## config.mk

```make
export PLATFORM = sky130hd
export DESIGN_NAME = alu_multicycle
export DESIGN_NICKNAME = d
export VERILOG_FILES = /design/src/rtl/alu_multicycle.sv
export SDC_FILE = /design/constraint.sdc
export NUM_CORES = 2
export LEC_CHECK = 0
export CAP_MARGIN = 25
export CORE_MARGIN = 2
export CORE_UTILIZATION = 40
export CTS_CLUSTER_SIZE = 20
export DETAILED_ROUTE_END_ITERATION = 8
export PLACE_DENSITY = 0.65
export SYNTH_ARGS = -nofsm -noshare
export SYNTH_HDL_FRONTEND = slang
export SYNTH_SLANG_ARGS = --single-unit
```

## constraint.sdc

```tcl
create_clock -name clk_i -period 4.8 [get_ports clk_i]
set_input_delay 0.72 -clock clk_i [delete_from_list [all_inputs] [get_ports clk_i]]
set_output_delay 0.72 -clock clk_i [all_outputs]
set_load 0.02 [all_outputs]
```

## src/rtl/alu_multicycle.sv

```systemverilog
// alu_multicycle: execute-stage ALU with single-cycle logic ops and iterative MUL/DIVU/REMU
module alu_multicycle #(
  parameter int WIDTH = 64,
  parameter int CNT_W = 7
) (
  input  logic             clk_i,
  input  logic             rst_i,
  input  logic             start_i,
  input  logic [3:0]       ctrl_i,
  input  logic [WIDTH-1:0] src1_i,
  input  logic [WIDTH-1:0] src2_i,
  input  logic             flush_i,
  output logic             ready_o,
  output logic             valid_o,
  output logic [WIDTH-1:0] result_o,
  output logic             zero_o,
  output logic             illegal_o
);
  localparam logic [3:0] OP_AND = 4'b0000, OP_OR = 4'b0001, OP_ADD = 4'b0010,
                         OP_SUB = 4'b0110, OP_SLT = 4'b0111, OP_NOR = 4'b1100,
                         OP_MUL = 4'b1000, OP_DIVU = 4'b1010, OP_REMU = 4'b1011;
  localparam logic [CNT_W-1:0] CNT_INIT = CNT_W'(WIDTH);
  typedef enum logic [1:0] {IDLE, MUL, DIV} state_t;
  state_t state;
  logic [CNT_W-1:0] cnt;
  logic [WIDTH-1:0] opa, opb, acc;
  logic rem_sel;
  logic [WIDTH-1:0] result;
  logic valid, zero, illegal;
  logic [WIDTH-1:0] alu_res;
  logic alu_ill;
  logic [WIDTH-1:0] mul_acc;
  logic [WIDTH:0] div_r, div_d;
  logic div_ge;
  logic [WIDTH-1:0] div_rem, div_quo;
  logic last;
  assign ready_o   = (state == IDLE);
  assign valid_o   = valid;
  assign result_o  = result;
  assign zero_o    = zero;
  assign illegal_o = illegal;
  // single-cycle ALU result for codes handled directly in IDLE
  always_comb begin
    alu_res = '0;
    alu_ill = !(ctrl_i inside {OP_AND, OP_OR, OP_ADD, OP_SUB, OP_SLT, OP_NOR});
    case (ctrl_i)
      OP_AND:  alu_res = src1_i & src2_i;
      OP_OR:   alu_res = src1_i | src2_i;
      OP_ADD:  alu_res = src1_i + src2_i;
      OP_SUB:  alu_res = src1_i - src2_i;
      OP_SLT:  alu_res = {{(WIDTH-1){1'b0}}, $signed(src1_i) < $signed(src2_i)};
      OP_NOR:  alu_res = ~(src1_i | src2_i);
      default: alu_res = '0;
    endcase
  end
  // one iteration step: shift-add multiply and restoring division (opa=quotient, acc=remainder)
  always_comb begin
    mul_acc = acc + (opb[0] ? opa : '0);
    div_r   = {acc, opa[WIDTH-1]};
    div_d   = div_r - {1'b0, opb};
    div_ge  = div_r >= {1'b0, opb};
    div_rem = div_ge ? div_d[WIDTH-1:0] : div_r[WIDTH-1:0];
    div_quo = {opa[WIDTH-2:0], div_ge};
    last    = (cnt == CNT_W'(1));
  end
  // control FSM with registered result and status
  always_ff @(posedge clk_i or negedge rst_i) begin
    if (!rst_i) begin
      state   <= IDLE;
      cnt     <= '0;
      opa     <= '0;
      opb     <= '0;
      acc     <= '0;
      rem_sel <= 1'b0;
      result  <= '0;
      zero    <= 1'b1;
      valid   <= 1'b0;
      illegal <= 1'b0;
    end else begin
      valid <= 1'b0;
      case (state)
        IDLE: if (start_i) begin
          if (ctrl_i inside {OP_MUL, OP_DIVU, OP_REMU}) begin
            opa     <= src1_i;
            opb     <= src2_i;
            acc     <= '0;
            cnt     <= CNT_INIT;
            rem_sel <= ctrl_i[0];
            state   <= (ctrl_i == OP_MUL) ? MUL : DIV;
          end else begin
            result  <= alu_res;
            zero    <= (alu_res == '0);
            illegal <= alu_ill;
            valid   <= 1'b1;
          end
        end
        MUL: if (flush_i) state <= IDLE;
        else begin
          acc <= mul_acc;
          opa <= opa << 1;
          opb <= opb >> 1;
          cnt <= cnt - CNT_W'(1);
          if (last) begin
            result  <= mul_acc;
            zero    <= (mul_acc == '0);
            illegal <= 1'b0;
            valid   <= 1'b1;
            state   <= IDLE;
          end
        end
        DIV: if (flush_i) state <= IDLE;
        else begin
          acc <= div_rem;
          opa <= div_quo;
          cnt <= cnt - CNT_W'(1);
          if (last) begin
            result  <= rem_sel ? div_rem : div_quo;
            zero    <= ((rem_sel ? div_rem : div_quo) == '0);
            illegal <= 1'b0;
            valid   <= 1'b1;
            state   <= IDLE;
          end
        end
        default: state <= IDLE;
      endcase
    end
  end
endmodule
```

=== Yosys cells after proc, flatten, opt, wreduce, memory -nomap -nowiden ===
Index checks and enable logic that the tools add are counted.

* Reduce and logical (&&, ||, !) cells: 19
* Muxes and demuxes: 52
* Bitwise logic cells: 3
* Eq/ne operators: 21
* Add/subtract/negate cells: 5
* Magnitude comparators: 2

{| class="wikitable"
|+ Operators by type and width
! operator !! count
|-
| 64-bit two-way mux || 20
|-
| 64-bit case mux with 3 select lines || 3
|-
| 64-bit case mux with 6 select lines || 1
|-
| 64-bit zero test || 3
|-
| 64-bit adder || 2
|-
| 64-bit case mux with 2 select lines || 1
|-
| 64-bit subtractor || 2
|-
| 65-bit by 64-bit greater-or-equal comparator with 1-bit output || 1
|-
| 64-bit AND || 1
|-
| 64-bit < comparator || 1
|-
| 64-bit inverter || 1
|-
| 64-bit bitwise OR || 1
|-
| 7-bit two-way mux || 3
|-
| 4-bit equality test (second input constant) || 4
|-
| 1-bit two-way mux || 14
|-
| 2-bit != test (second input constant) || 7
|-
| 7-bit case mux with 2 select lines || 1
|-
| 2-bit two-way mux || 5
|-
| 5-bit AND reduction || 2
|-
| 4-bit by 3-bit equality test with 1-bit output (second input constant) || 2
|-
| 4-bit AND reduction || 2
|-
| 7-bit by 1-bit equality test with 1-bit output (second input constant) || 1
|-
| 7-bit AND reduction || 1
|-
| 7-bit by 1-bit subtractor with 7-bit output (second input constant) || 1
|-
| other kinds (17) || 22
|}

* Input bits: 136
* Bits in registers: 269
* Output and inout bits: 68

=== Longest topological paths before layout ===
* Depth after elaboration: 7
* Depth in mapped cells: 21

=== Worst setup path after synthesis ===
Ideal clock, no wire load.

* Path type: in2reg
* From: input port src1_i[0]
* To: register zero (netlist: zero_o)
* Path buffers: 0
* Setup time: 77 ps
* Required time: 4,723 ps
* Stages on the path: 18
* Arrival time: 4,776 ps
* Setup slack: -53 ps
* Cells stage by stage: inv_1 > ha_1 > fa_1 > o21ba_2 > nor4_1 > o21ai_1 > nor3b_1 > nand2_1 > o2bb2ai_1 > o311ai_0 > or4_1 > or4_1 > nor4_1 > nand4_1 > or4_1 > nor4_1 > nor3_1 > o22ai_1

* Word-level cells in the longest chain between the ends: 7
* Elaborated cells on any way between the ends: 11
* Classes of those cells: 2 x add/sub; 1 x order compare; 4 x mux; 3 x bitwise; 1 x reduce/logical

{| class="wikitable"
|+ Ends and longest elaborated chain
! what !! line !! source
|-
| from (decl) || 10 || <nowiki>input logic [WIDTH-1:0] src1_i,</nowiki>
|-
| branches (longest 2 deep; another with 64-bit subtractor) || -- ||
|-
| 64-bit case mux with 6 select lines (*) || 46 || <nowiki>case (ctrl_i)</nowiki>
|-
| 64-bit zero test (*) || 92 || <nowiki>zero <= (alu_res == '0);</nowiki>
|-
| 1-bit two-way mux (*) || 83 || <nowiki>if (ctrl_i inside {OP_MUL, OP_DIVU, OP_REMU}) begin</nowiki>
|-
| 1-bit two-way mux (*) || 82 || <nowiki>IDLE: if (start_i) begin</nowiki>
|-
| 1-bit case mux with 3 select lines (*) || 81 || <nowiki>case (state)</nowiki>
|-
| to (signal assigned) || 92 ||
|-
| to (signal assigned) || 105 || <nowiki>zero <= (mul_acc == '0);</nowiki>
|-
| to (signal assigned) || 118 || <nowiki>zero <= ((rem_sel ? div_rem : div_quo) == '0);</nowiki>
|-
| to (decl) || 29 || <nowiki>logic valid, zero, illegal;</nowiki>
|}

Every way passes the cells marked *. The select of a mux whose other input is x is not followed.
A chain may end at the register's enable or synchronous reset.

=== Worst setup path after layout ===
* From: input port src2_i[21]
* To: register zero (netlist: zero_o)

* Word-level cells in the longest chain between the ends: 7
* Elaborated cells on any way between the ends: 11
* Classes of those cells: 2 x add/sub; 1 x order compare; 4 x mux; 3 x bitwise; 1 x reduce/logical

{| class="wikitable"
|+ Ends and longest elaborated chain
! what !! line !! source
|-
| from (decl) || 11 || <nowiki>input logic [WIDTH-1:0] src2_i,</nowiki>
|-
| branches (longest 2 deep; another with 64-bit subtractor) || -- ||
|-
| 64-bit case mux with 6 select lines (*) || 46 ||
|-
| 64-bit zero test (*) || 92 ||
|-
| 1-bit two-way mux (*) || 83 ||
|-
| 1-bit two-way mux (*) || 82 ||
|-
| 1-bit case mux with 3 select lines (*) || 81 ||
|}

Marks and branches as above.

==> flow_summary.json <==
{
  "status": "finished, violations left",
  "violations": "negative setup slack",
  "rr_startpoint": "opb[63]",
  "finalHoldViolCount": 0,
  "power_frac_comb": 0.707,
  "power_density_nw_per_um2": 420,
  "drtIter0Drc": 4740,
  "startpoint_type": "input pin",
  "cp.arrival_ns": 5.65,
  "rsz0062_at_grt": "true",
  "coreArea_sq_um": 86900,
  "synth_flop_cell": "dfrtp_1",
  "r2r_cells": 20,
  "final_common_cell": "buf_4",
  "ant_nets": 0,
  "area_delta_synth_final_pct": 46.1,
  "reg2reg_slack_ns": -0.33,
  "synth_area_leaders": "dfrtp_1 (19%), ha_1 (12%), a21oi_1 (7.4%), o21ai_0 (5.8%), nand2_1 (5.0%)",
  "synth_cell_type_count": 104,
  "wire_per_inst_um": 25.5,
  "insertion_delay_ns": 0.57,
  "nets": 6722,
  "final_cell_mix": "buf_4 (1437), a21oi_1 (487), nand2_1 (467)",
  "grt_pass1_wl_um": 275000,
  "fp.dieW_um": 300,
  "drt_pass1_iterations": 8,
  "grt_pass1_vias": 43600,
  "r2r-end": "zero_o",
  "wirelength_um": 189000,
  "fmax_ghz": 0.194,
  "grt_overflow_total": 0,
  "max-slew-margin-rel": 0.315,
  "fp.dieH_um": 300,
  "finClkSkew_ns": 0.0113,
  "end_kind": "flop",
  "track_usage": 0.405,
  "avgSynthCellArea_sq_um": 7.25,
  "drive_gt1_frac": 0.301,
  "swShare": 0.508,
  "syn_nets": 5335,
  "drc": 0,
  "clock_path_buffers": 3,
  "yosysSeqAreaShare": 0.192,
  "ios": 204,
  "yosys_warnings": 0,
  "post-dp-hpwl_um": 155000,
  "clkPwrFrac": 0.107,
  "ctsHoldBuffers": 0,
  "initial_core_util": 0.404,
  "required_ns": 5.29,
  "via_count": 44700,
  "max_cap_viol_count": 0,
  "htree_levels": 1,
  "routed_via_density": 6.03,
  "hold_class": "in -> async",
  "p_leak_uw": 0.0240,
  "std_cell_rows": 108,
  "yosysTopAreaCell": "dfrtp_1",
  "globalplace.congestion": 1.03,
  "pre_cts_ws_ns": -1.54,
  "ys_seq_elements": 269,
  "die-area_sq_um": 90200,
  "clkSinkCount": 269,
  "synth_top_area_frac": 0.191,
  "worstMarginPinSlew_ns": 1.02,
  "p_sw_uw": 11000,
  "min_period_ns": 5.16,
  "path_class": "in -> reg",
  "syn_inst": 4849,
  "setup_viol_count_final": 3,
  "grt_max_degree": 128,
  "cts_tree": "built",
  "antenna_found_initial": 6,
  "port_buffers": 203,
  "internal-power_uw": 10600,
  "peakVddDrop_mv": 0.529,
  "fin_hold_ws_ns": 0.152,
  "fin_crit_sh": 1.07,
  "numCtsBuffers": 27,
  "clkTransAtPathRegs_ns": 0.07,
  "root_buffer": "clkbuf_16",
  "synth_area_sq_um": 35100,
  "pwr-share-seq": 0.186,
  "fin_ws_ns": -0.360,
  "slew_violations": 0,
  "synthArstFlopShare": 1.00,
  "p_total_uw": 21600,
  "crit_fanout": 4,
  "synth_edf_count": 0
}
-- sequential cells by signal, summed over array words and instances (netlist names) --
register	cells
state	2
result_o	64
opa	64
opb	64
valid_o	1
acc	64
cnt	7
zero_o	1
rem_sel	1
illegal_o	1
-- worst max path at each step --
| stage | from | depth (start not counted) | end |
|---|---|---|---|
| after floorplan | opb[0] | 20 | zero_o |
| after global placement | src1_i[0] | 21 | zero_o |
| after detailed placement | src1_i[0] | 21 | zero_o |
| after CTS | opb[0] | 22 | zero_o |
| after global routing | src1_i[11] | 20 | zero_o |
| final | src2_i[21] | 21 | zero_o |
-- timing repair --
action | CTS | global route
pin swaps | 120 | 54
buffers inserted | 52 | 12
cloned | 2 | 0
gates resized for setup | 319 | 119
endpoints found under the setup margin | 12 | 16
-- metal layers --
layer,global-route usage,vias up,part of all wire,wire (um)
li1,-,20500,-,-
met3,0.0517,705,0.073,13800
met2,0.654,2312,0.45,84800
met5,0,-,0.00015,29
met4,0.322,4,0.097,18300
met1,0.488,21200,0.38,72300
-- cell type report --
type                    count  area [sq um]
diodes                      2          5.00
clock buffers              36           769
clock inverters            13           153
fillers                  8260         35600
inverters                 312          1170
multi-input cells        3954         27800
flip-flops and latches    269          6740
well taps                1155          1450
repair buffers           1672         13300
-- worst max-delay path, stage by stage --
cell and delay, ns:
clkdlybuf4s50_1 0.58, inv_1 0.12, ha_4 0.25, buf_4 0.17, a21oi_4 0.19, and2_1 0.27
o221a_2 0.29, a211oi_2 0.10, buf_4 0.14, buf_4 0.12, a211o_1 0.27, a2bb2oi_2 0.17
or2_1 0.25, or4bb_4 0.53, nor4_4 0.21, buf_4 0.15, nand4_1 0.12, or4_4 0.58
nor4_4 0.15, nor3_1 0.07, o22ai_1 0.17
-- through the flow --
stage	cell area (sq um)	std cells	util	setup TNS (ns)
4_1_cts	50700	7399	0.584	-0.417
2_1_floorplan	35100	4849	-	0
6_report	51300	7413	0.591	-0.631
5_1_grt	51300	7411	0.591	-1.31
3_3_place_gp	48100	7297	0.554	-12.03
3_5_place_dp	48100	7297	0.554	-12.02
-- power groups by stage --
stage               Clock (uW)  Combinational (uW)  Sequential [uW]
global route              2390               16200             4060
floorplan                    0                7330             3950
CTS                       2290               14700             3950
finish                    2310               15300             4010
detailed placement           0               14200             3970
global placement             0               14100             3950
-- cells by family after synthesis --
group           count (synthesis)  share of synthesized area
compound gates               1780                      0.330
simple gates                 1553                      0.209
buf+inv                       626                     0.0702
fa+ha+maj                     350                      0.125
flops                         269                      0.192
xor+xnor                      138                     0.0344
mux                           133                     0.0386
-- Yosys cell counts, types with 11 or more instances --
cell type	count
o211a_1	11
and4_1	16
nand3_1	86
nor3_1	88
o211ai_1	43
a22oi_1	88
mux2_2	19
o31ai_1	58
o21ai_0	405
a22o_1	14
o2111ai_1	12
o22ai_1	23
nor4_1	77
o21bai_1	54
nand2b_1	22
clkbuf_1	247
or4_1	17
o311ai_0	12
a2bb2oi_1	11
buf_1	25
nor2_1	454
buf_2	31
a21oi_1	519
ha_1	346
nand2_1	472
a31oi_1	45
a221oi_1	57
or2_2	16
xnor2_1	75
xor2_1	63
nor2b_1	34
and3_1	27
o31a_1	16
and2_1	114
a21boi_0	17
a21o_1	90
a211oi_1	53
o21a_1	43
a211o_1	20
nand4_1	73
a221o_1	39
inv_1	310
o221ai_1	23
mux2i_1	113
dfrtp_1	268
Power figures use the tool's default switching activity.
